## src/rtl/piso_arbiter.sv

```systemverilog
// -----------------------------------------------------------------------------
// piso_arbiter
//
// Round-robin arbiter and load sequencer in front of a single `piso`
// serializer. Picks one of N parallel requesters, captures its WIDTH-bit
// word, pulses the serializer load strobe and then counts out WIDTH shift
// cycles while flagging which requester owns the serial stream.
//
// Parameters
//   N      number of requesters (2..8)
//   WIDTH  word width, equal to the serializer data_in width
//   ID_W   owner index width, ceil(log2(N))
//
// Ports
//   clk            system clock, rising edge
//   reset          asynchronous active-low reset
//   req[N]         per-requester request, held with stable data until ack
//   data_flat      requester i word at [i*WIDTH +: WIDTH]
//   ack[N]         one-hot single-cycle capture acknowledge
//   piso_data      word to the serializer data_in
//   piso_write_en  one-cycle serializer load pulse
//   busy           high in every state except IDLE
//   frame_valid    high while serial_out carries a bit of the current word
//   owner          index of the requester being serialized
//
// Build option
//   PISO_ARB_GAP_EN  inserts one GAP cycle between consecutive frames
//                    (frame period WIDTH+2 instead of WIDTH+1).
// -----------------------------------------------------------------------------
module piso_arbiter #(
    parameter int N     = 4,
    parameter int WIDTH = 4,
    parameter int ID_W  = (N > 1) ? $clog2(N) : 1
) (
    input  logic               clk,
    input  logic               reset,
    input  logic [N-1:0]       req,
    input  logic [N*WIDTH-1:0] data_flat,
    output logic [N-1:0]       ack,
    output logic [WIDTH-1:0]   piso_data,
    output logic               piso_write_en,
    output logic               busy,
    output logic               frame_valid,
    output logic [ID_W-1:0]    owner
);

    localparam int CNT_W = (WIDTH > 1) ? $clog2(WIDTH) : 1;

`ifdef PISO_ARB_GAP_EN
    typedef enum logic [1:0] {IDLE = 2'd0, LOAD = 2'd1, SHIFT = 2'd2, GAP = 2'd3} state_t;
`else
    typedef enum logic [1:0] {IDLE = 2'd0, LOAD = 2'd1, SHIFT = 2'd2} state_t;
`endif

    state_t            state;
    state_t            state_next;
    logic [ID_W-1:0]   rr_ptr;
    logic [ID_W-1:0]   ptr_next;
    logic [CNT_W-1:0]  bit_cnt;
    logic              grant;
    logic              win_found;
    logic [ID_W-1:0]   win_idx;
    logic [WIDTH-1:0]  win_data;
    logic [ID_W:0]     cand;

    // Winner search: walk the requesters from rr_ptr upward with wrap at N.
    // Scanning the offsets from highest to lowest lets the nearest one win.
    // NOTE: every combinational output gets a default before any branch;
    // a path that leaves it unassigned would infer a latch.
    always_comb begin
        win_found = 1'b0;
        win_idx   = '0;
        cand      = '0;
        for (int k = N - 1; k >= 0; k--) begin
            cand = {1'b0, rr_ptr} + (ID_W+1)'(k);
            if (cand >= (ID_W+1)'(N)) begin
                cand = cand - (ID_W+1)'(N);
            end
            if (req[cand[ID_W-1:0]]) begin
                win_found = 1'b1;
                win_idx   = cand[ID_W-1:0];
            end
        end
    end

    always_comb begin
        win_data = '0;
        for (int i = 0; i < N; i++) begin
            if (win_idx == ID_W'(i)) begin
                win_data = data_flat[i*WIDTH +: WIDTH];
            end
        end
    end

    assign ptr_next = (win_idx == ID_W'(N - 1)) ? '0 : win_idx + ID_W'(1);

    // State register plus the registered datapath (ack, word, owner, pointer,
    // bit counter). An asserted reset abandons any frame in flight.
    // NOTE: sequential state uses non-blocking assignments so every flop
    // samples the pre-edge values of the others.
    always_ff @(posedge clk or negedge reset) begin
        if (!reset) begin
            state     <= IDLE;
            rr_ptr    <= '0;
            bit_cnt   <= '0;
            ack       <= '0;
            piso_data <= '0;
            owner     <= '0;
        end else begin
            state <= state_next;
            ack   <= '0;
            if (grant) begin
                ack[win_idx] <= 1'b1;
                piso_data    <= win_data;
                owner        <= win_idx;
                rr_ptr       <= ptr_next;
            end
            if (state == LOAD) begin
                bit_cnt <= CNT_W'(WIDTH - 1);
            end else if (state == SHIFT && bit_cnt != '0) begin
                bit_cnt <= bit_cnt - CNT_W'(1);
            end
        end
    end

    // Next state and grant. Arbitration happens in IDLE, in GAP, and (without
    // the gap option) on the last shift bit so the next load follows at once.
    always_comb begin
        state_next = state;
        grant      = 1'b0;
        case (state)
            IDLE: begin
                if (win_found) begin
                    grant      = 1'b1;
                    state_next = LOAD;
                end
            end
            LOAD: begin
                state_next = SHIFT;
            end
            SHIFT: begin
                if (bit_cnt == '0) begin
`ifdef PISO_ARB_GAP_EN
                    state_next = GAP;
`else
                    if (win_found) begin
                        grant      = 1'b1;
                        state_next = LOAD;
                    end else begin
                        state_next = IDLE;
                    end
`endif
                end
            end
`ifdef PISO_ARB_GAP_EN
            GAP: begin
                if (win_found) begin
                    grant      = 1'b1;
                    state_next = LOAD;
                end else begin
                    state_next = IDLE;
                end
            end
`endif
            default: begin
                state_next = IDLE;
            end
        endcase
    end

    // Moore outputs decoded from the state register only, so they fall
    // together with an asynchronous reset and never depend on req.
    always_comb begin
        piso_write_en = (state == LOAD);
        busy          = (state != IDLE);
        frame_valid   = (state == SHIFT);
    end

endmodule

```

## config.mk

```make
export PLATFORM = sky130hd
export DESIGN_NAME = piso_arbiter
export DESIGN_NICKNAME = d
export VERILOG_FILES = /design/src/rtl/piso_arbiter.sv
export SDC_FILE = /design/constraint.sdc
export NUM_CORES = 1
export LEC_CHECK = 0
export CAP_MARGIN = 10
export CORE_AREA = 3 3 52 54
export CTS_CLUSTER_DIAMETER = 200
export DETAILED_ROUTE_END_ITERATION = 12
export DIE_AREA = 0 0 55 57
export PLACE_DENSITY = 0.75
export SLEW_MARGIN = 20
export SYNTH_ARGS = -nofsm -noshare
export SYNTH_HDL_FRONTEND = slang
export SYNTH_SLANG_ARGS = --single-unit
```

## constraint.sdc

```tcl
create_clock -name clk -period 2.3 [get_ports clk]
set_input_delay 0.46 -clock clk [delete_from_list [all_inputs] [get_ports clk]]
set_output_delay 0.46 -clock clk [all_outputs]
set_load 0.03 [all_outputs]
```

==> Word-level counts from Yosys, hierarchy flattened <==
Index checks and enable logic that the tools add are counted.
{ "totals": {"register_bits": 16, "word_cells": 78, "inputBits": 22} }
{ "classes": {"add_sub_neg": 9, "muxes": 37, "eq_ne": 7, "n_reduce_logical": 9, "n_lt_le_gt_ge": 10} }
{ "ops": {"columns": ["operator", "n"], "rows": [
  ["2-bit two-way mux", 13],
  ["4-bit two-way mux", 5],
  ["2-bit by 3-bit less-than comparator with 1-bit output (second input constant)", 5],
  ["1-bit two-way mux", 12],
  ["2-bit by 1-bit subtractor with 2-bit output (second input constant)", 5],
  ["3-bit greater-or-equal comparator (second input constant)", 3],
  ["1-bit binary-select mux with 2-bit select", 4],
  ["2-bit by 2-bit adder with 3-bit output (second input constant)", 2],
  ["2-bit == test (second input constant)", 3],
  ["2-bit logical NOT", 3],
  ["2-bit case mux with 3 select lines", 1],
  ["2-bit nonzero test", 3],
  ["2-bit by 1-bit == test with 1-bit output (second input constant)", 2],
  ["2-bit by 1-bit adder with 3-bit output (second input constant)", 1],
  ["2-bit by 3-bit greater-or-equal comparator with 1-bit output (second input constant)", 1],
  ["2-bit by 1-bit adder with 2-bit output (second input constant)", 1],
  ["1-bit demux with 2-bit select", 1],
  ["2-bit by 1-bit greater-or-equal comparator with 1-bit output (second input constant)", 1],
  ["1-bit logical AND", 2],
  ["2-bit by 1-bit inequality test with 1-bit output (second input constant)", 1],
  ["2-bit inequality test (second input constant)", 1],
  ["1-bit case mux with 2 select lines", 1],
  ["2-bit AND reduction", 1]
]} }

==> Depth between registers and ports, before layout <==
{ "logic_depth": {"depth_word": 14, "ltp_mapped": 8} }

==> Least setup slack after synthesis <==
OpenSTA, ideal clock, no wires.
{ "synth_path": {"kind": "input port to flip-flop", "startpoint": "in req[0]", "endpoint": "reg piso_data[0]", "n_path_buf": 1, "cell_stages": 8, "arrival_time_ps": 1932, "slack_ps": 286, "cell_sequence": "nor3b_1 a31oi_1 o21ai_0 ha_1 buf_1 a21oi_1 a221o_1 a31oi_1"} }
{ "synth_between": {"elab_chain_len": 11, "elab_cells_between_ends": 27, "cone_classes": "3 x eq/ne; 23 x mux; 1 x reduce/logical"} }
{ "synth_lines": {"columns": ["element", "line_no", "source"], "rows": [
  ["start: declaration", "37", "input logic [N-1:0] req,"],
  ["1-bit binary-select mux with 2-bit select", "79", "if (req[cand[ID_W-1:0]]) begin"],
  ["1-bit two-way mux (not written as such)", "79", null],
  ["2-bit two-way mux (4 in a row)", "79", null],
  ["2-bit logical NOT", "89", "if (win_idx == ID_W'(i)) begin"],
  ["4-bit two-way mux (4 in a row)", "89", null],
  ["end signal: assignment", "114", "piso_data <= win_data;"],
  ["end: declaration", "40", "output logic [WIDTH-1:0] piso_data,"]
]} }
Parallel ways exist; a longest one is shown, timed or not. The select of a mux whose other input is x is not followed.
A chain may end at the register's enable or synchronous reset.

==> Worst setup path in the final report <==
{ "layout_path": {"startpoint": "in req[1]", "endpoint": "reg piso_data[0]"} }
{ "layout_between": {"elab_chain_len": 11, "elab_cells_between_ends": 27, "cone_classes": "3 x eq/ne; 23 x mux; 1 x reduce/logical"} }
{ "layout_lines": {"columns": ["element", "line_no", "source"], "rows": [
  ["1-bit binary-select mux with 2-bit select", "79", null],
  ["1-bit two-way mux (not written as such)", "79", null],
  ["2-bit two-way mux (3 in a row)", "79", null],
  ["2-bit two-way mux *", "79", null],
  ["via win_idx[0]", "62", "logic [ID_W-1:0] win_idx;"],
  ["2-bit logical NOT", "89", null],
  ["4-bit two-way mux (3 in a row)", "89", null],
  ["4-bit two-way mux *", "89", null]
]} }
The timed path passes the listed nets; every way through them passes the cells marked *. The select of a mux whose other input is x is not followed.

==> results.sh <==
export IMPL_die_w_um=55
export IMPL_cts_clk_slew_worst_paths_ns=0.09
export IMPL_dr_pass1_iters=4
export IMPL_finalHoldViolCount=0
export IMPL_place_gp_congestion=0.777
export IMPL_async_reset_ff_share_pct=100
export IMPL_power_density_nw_per_um2=1310
export IMPL_finalCriticalPeriod_ns=2.24
export IMPL_syn_num_nets=124
export IMPL_maxCapViolCount=0
export IMPL_synth_most_common_cell="dfrtp_1"
export IMPL_grt_start_max_net_pins=17
export IMPL_io_pins=35
export IMPL_cts_inserted_buffers=3
export IMPL_tightest_slew_ns=0.701
export IMPL_io_buffers=34
export IMPL_routed_wl_mm=2.65
export IMPL_diodes=0
export IMPL_cp_end_kind="flop"
export IMPL_slowest_stage="clkdlybuf4s50_1"
export IMPL_drc=0
export IMPL_reg2reg_setup_slack_ns=0.14
export IMPL_cp_slowest_stage_delay_ns=0.51
export IMPL_cp_cell_sequence="clkdlybuf4s50_1 > nand2b_1 > a31oi_4 > o21a_1 > ha_4 > buf_4 > a21oi_1 > a221o_1 > a31oi_1"
export IMPL_root_buffer="clkbuf_4"
export IMPL_irDropWorstVdd_mv=0.830
export IMPL_final_fill_count=188
export IMPL_report_final_slew_viol_count=0
export IMPL_leakagePower_nw=0.690
export IMPL_drt_iter0_markers=10
export IMPL_synth_top_area_share_pct=41.4
export IMPL_initial_core_util_pct=42.9
export IMPL_setup_viol=0
export IMPL_synth_ff_type="dfrtp_1"
export IMPL_htreeDepth=1
export IMPL_relSlewSlack_pct=53.1
export IMPL_layout_nets=176
export IMPL_clk_latency_ns=0.29
export IMPL_ant_nets=0
export IMPL_yosys_top_cells_area="dfrtp_1, ha_1, a31oi_1, a221o_1, and2_4"
export IMPL_whs_ns=0.536
export IMPL_rows=17
export IMPL_avgSynthCellArea_um2=9.97
export IMPL_critPathMaxFanout=7
export IMPL_synth_cell_types=35
export IMPL_num_vias=942
export IMPL_crit_type="input pin to flop"
export IMPL_synth_top_area_cell="dfrtp_1"
export IMPL_status="finished clean"
export IMPL_wl_per_cell_um=15.1
export IMPL_fmax_ghz=0.447
export IMPL_clkSinkCount=16
export IMPL_post_route_cell_area_um2=1540
export IMPL_timing_final_crit_share_pct=97.4
export IMPL_cts_tree="done"
export IMPL_grt_pass1_vias=913
export IMPL_grt_pass1_wl_mm=3.91
export IMPL_syn_area_um2=967
export IMPL_die_height_um=57
export IMPL_synth_seq_area_share_pct=41.4
export IMPL_postLayoutCoreUtil_pct=68.1
export IMPL_synthCells=97
export IMPL_hold_buffers=0
export IMPL_worst_endpoint_required_ns=2.51
export IMPL_dpl_cell_area_um2=1450
export IMPL_min_path_type="flop to flop"
export IMPL_syn_to_final_growth_pct=58.7
export IMPL_fin_setup_tns_ns=0
export IMPL_cts_buffer_depth=2
export IMPL_grt_overflow=0
export IMPL_cts_setup_buffers=0
export IMPL_startpoint_type="input pin"
export IMPL_grt_usage_pct=16.8
export IMPL_synth_common_cells="dfrtp_1, a31oi_1, inv_1, a21oi_1, nand2_1"
export IMPL_final_setup_skew_ns=0.00597
export IMPL_ys_ff_latch=16
export IMPL_synth_edf_count=0
export IMPL_core_um2=2250
export IMPL_arrival_ns=2.45
export IMPL_layout_drive_gt1_share_pct=24.5
export IMPL_vias_per_cell=5.38
export IMPL_yosys_warnings=0
export IMPL_antenna_found_initial=0
export IMPL_dieArea_um2=3140
export IMPL_dpl_hpwl_mm=1.96
## layer usage
layer | wire length, µm | vias up | track usage (%)
met5 | 0 | - | 0
met4 | 53 | 0 | 6.94
met3 | 81 | 7 | 2.09
met2 | 1400 | 22 | 30.1
met1 | 1110 | 455 | 19.4
li1 | - | 458 | -
## where the power goes
part | internal [mW] | switching (mW)
logic | 0.676 | 0.667
registers | 0.408 | 0.112
clock network | 0.0609 | 0.0843
total | 1.15 | 0.864
## cells in the final DEF, fill, tap and decap left out, types with 2 or more instances in the layout
master           netlist  routed
clkdlybuf4s50_1        0      32
dfrtp_1               16      16
buf_4                  0      16
inv_1                  8       8
a31oi_1                9       8
nand2_1                6       6
a21oi_1                6       6
and2_4                 4       4
nand3b_1               4       4
a221o_1                4       4
nor2_1                 3       3
ha_1                   5       3
clkbuf_4               0       3
o21ai_1                0       2
nor2b_1                2       2
o22a_1                 2       2
dlymetal6s2s_1         0       2
## worst max-delay path, delay by kind of cell
family	cells	cell delay (ns)
compound gates	5	1.01
buf+inv	2	0.63
fa+ha+maj	1	0.18
simple gates	1	0.15
## flip-flops by register name, indices dropped and copies added (netlist names)
register	count
state	2
rr_ptr	2
piso_data	4
owner	2
bit_cnt	2
ack	4
## metrics by stage
step           setup WS, ns  power, mW  cells
6_report             0.0608       2.01    175
4_1_cts              0.0254       1.95    175
3_3_place_gp         -0.302       1.75    172
5_1_grt             -0.0347       2.13    175
3_5_place_dp         -0.346       1.79    172
2_1_floorplan         0.286       1.28     97
## logic make-up after synthesis
logic type                 after synthesis  synth area share (%)
and+or+nand+nor                         29                  20.1
buffers and inverters                   13                  6.60
DFF                                     16                  41.4
adders and majority gates                5                  6.47
AOI/OAI and AO/OA                       33                  23.9
muxes                                    1                  1.55
## final timing paths
check,start,endpoint,cells past startpoint
worst max-delay path,req[1],piso_data[0],9
worst min-delay path,owner[0],owner[0],1
worst max register to register,rr_ptr[1],piso_data[3],7
worst min register to register,owner[0],owner[0],1
max in group asynchronous,reset,piso_data[2],1
min in group asynchronous,reset,owner[0],1
## repair_timing
item | CTS | global route
hold endpoints to repair | 0 | 0
gates resized for setup | 4 | 12
setup endpoints to repair | 4 | 5
pin swaps | 2 | 1
## area by class of cell
| cell class | instances | area [µm²] | share of cell area (%) |
|---|---|---|---|
| tap | 28 | 35.0 | 2.28 |
| inverter | 9 | 33.8 | 2.20 |
| multi-input combinational | 68 | 558 | 36.3 |
| clock buffer | 3 | 22.5 | 1.47 |
| sequential | 16 | 400 | 26.1 |
| timing repair buffer | 51 | 485 | 31.6 |
No activity file was read; power rests on OpenSTA's default activity.
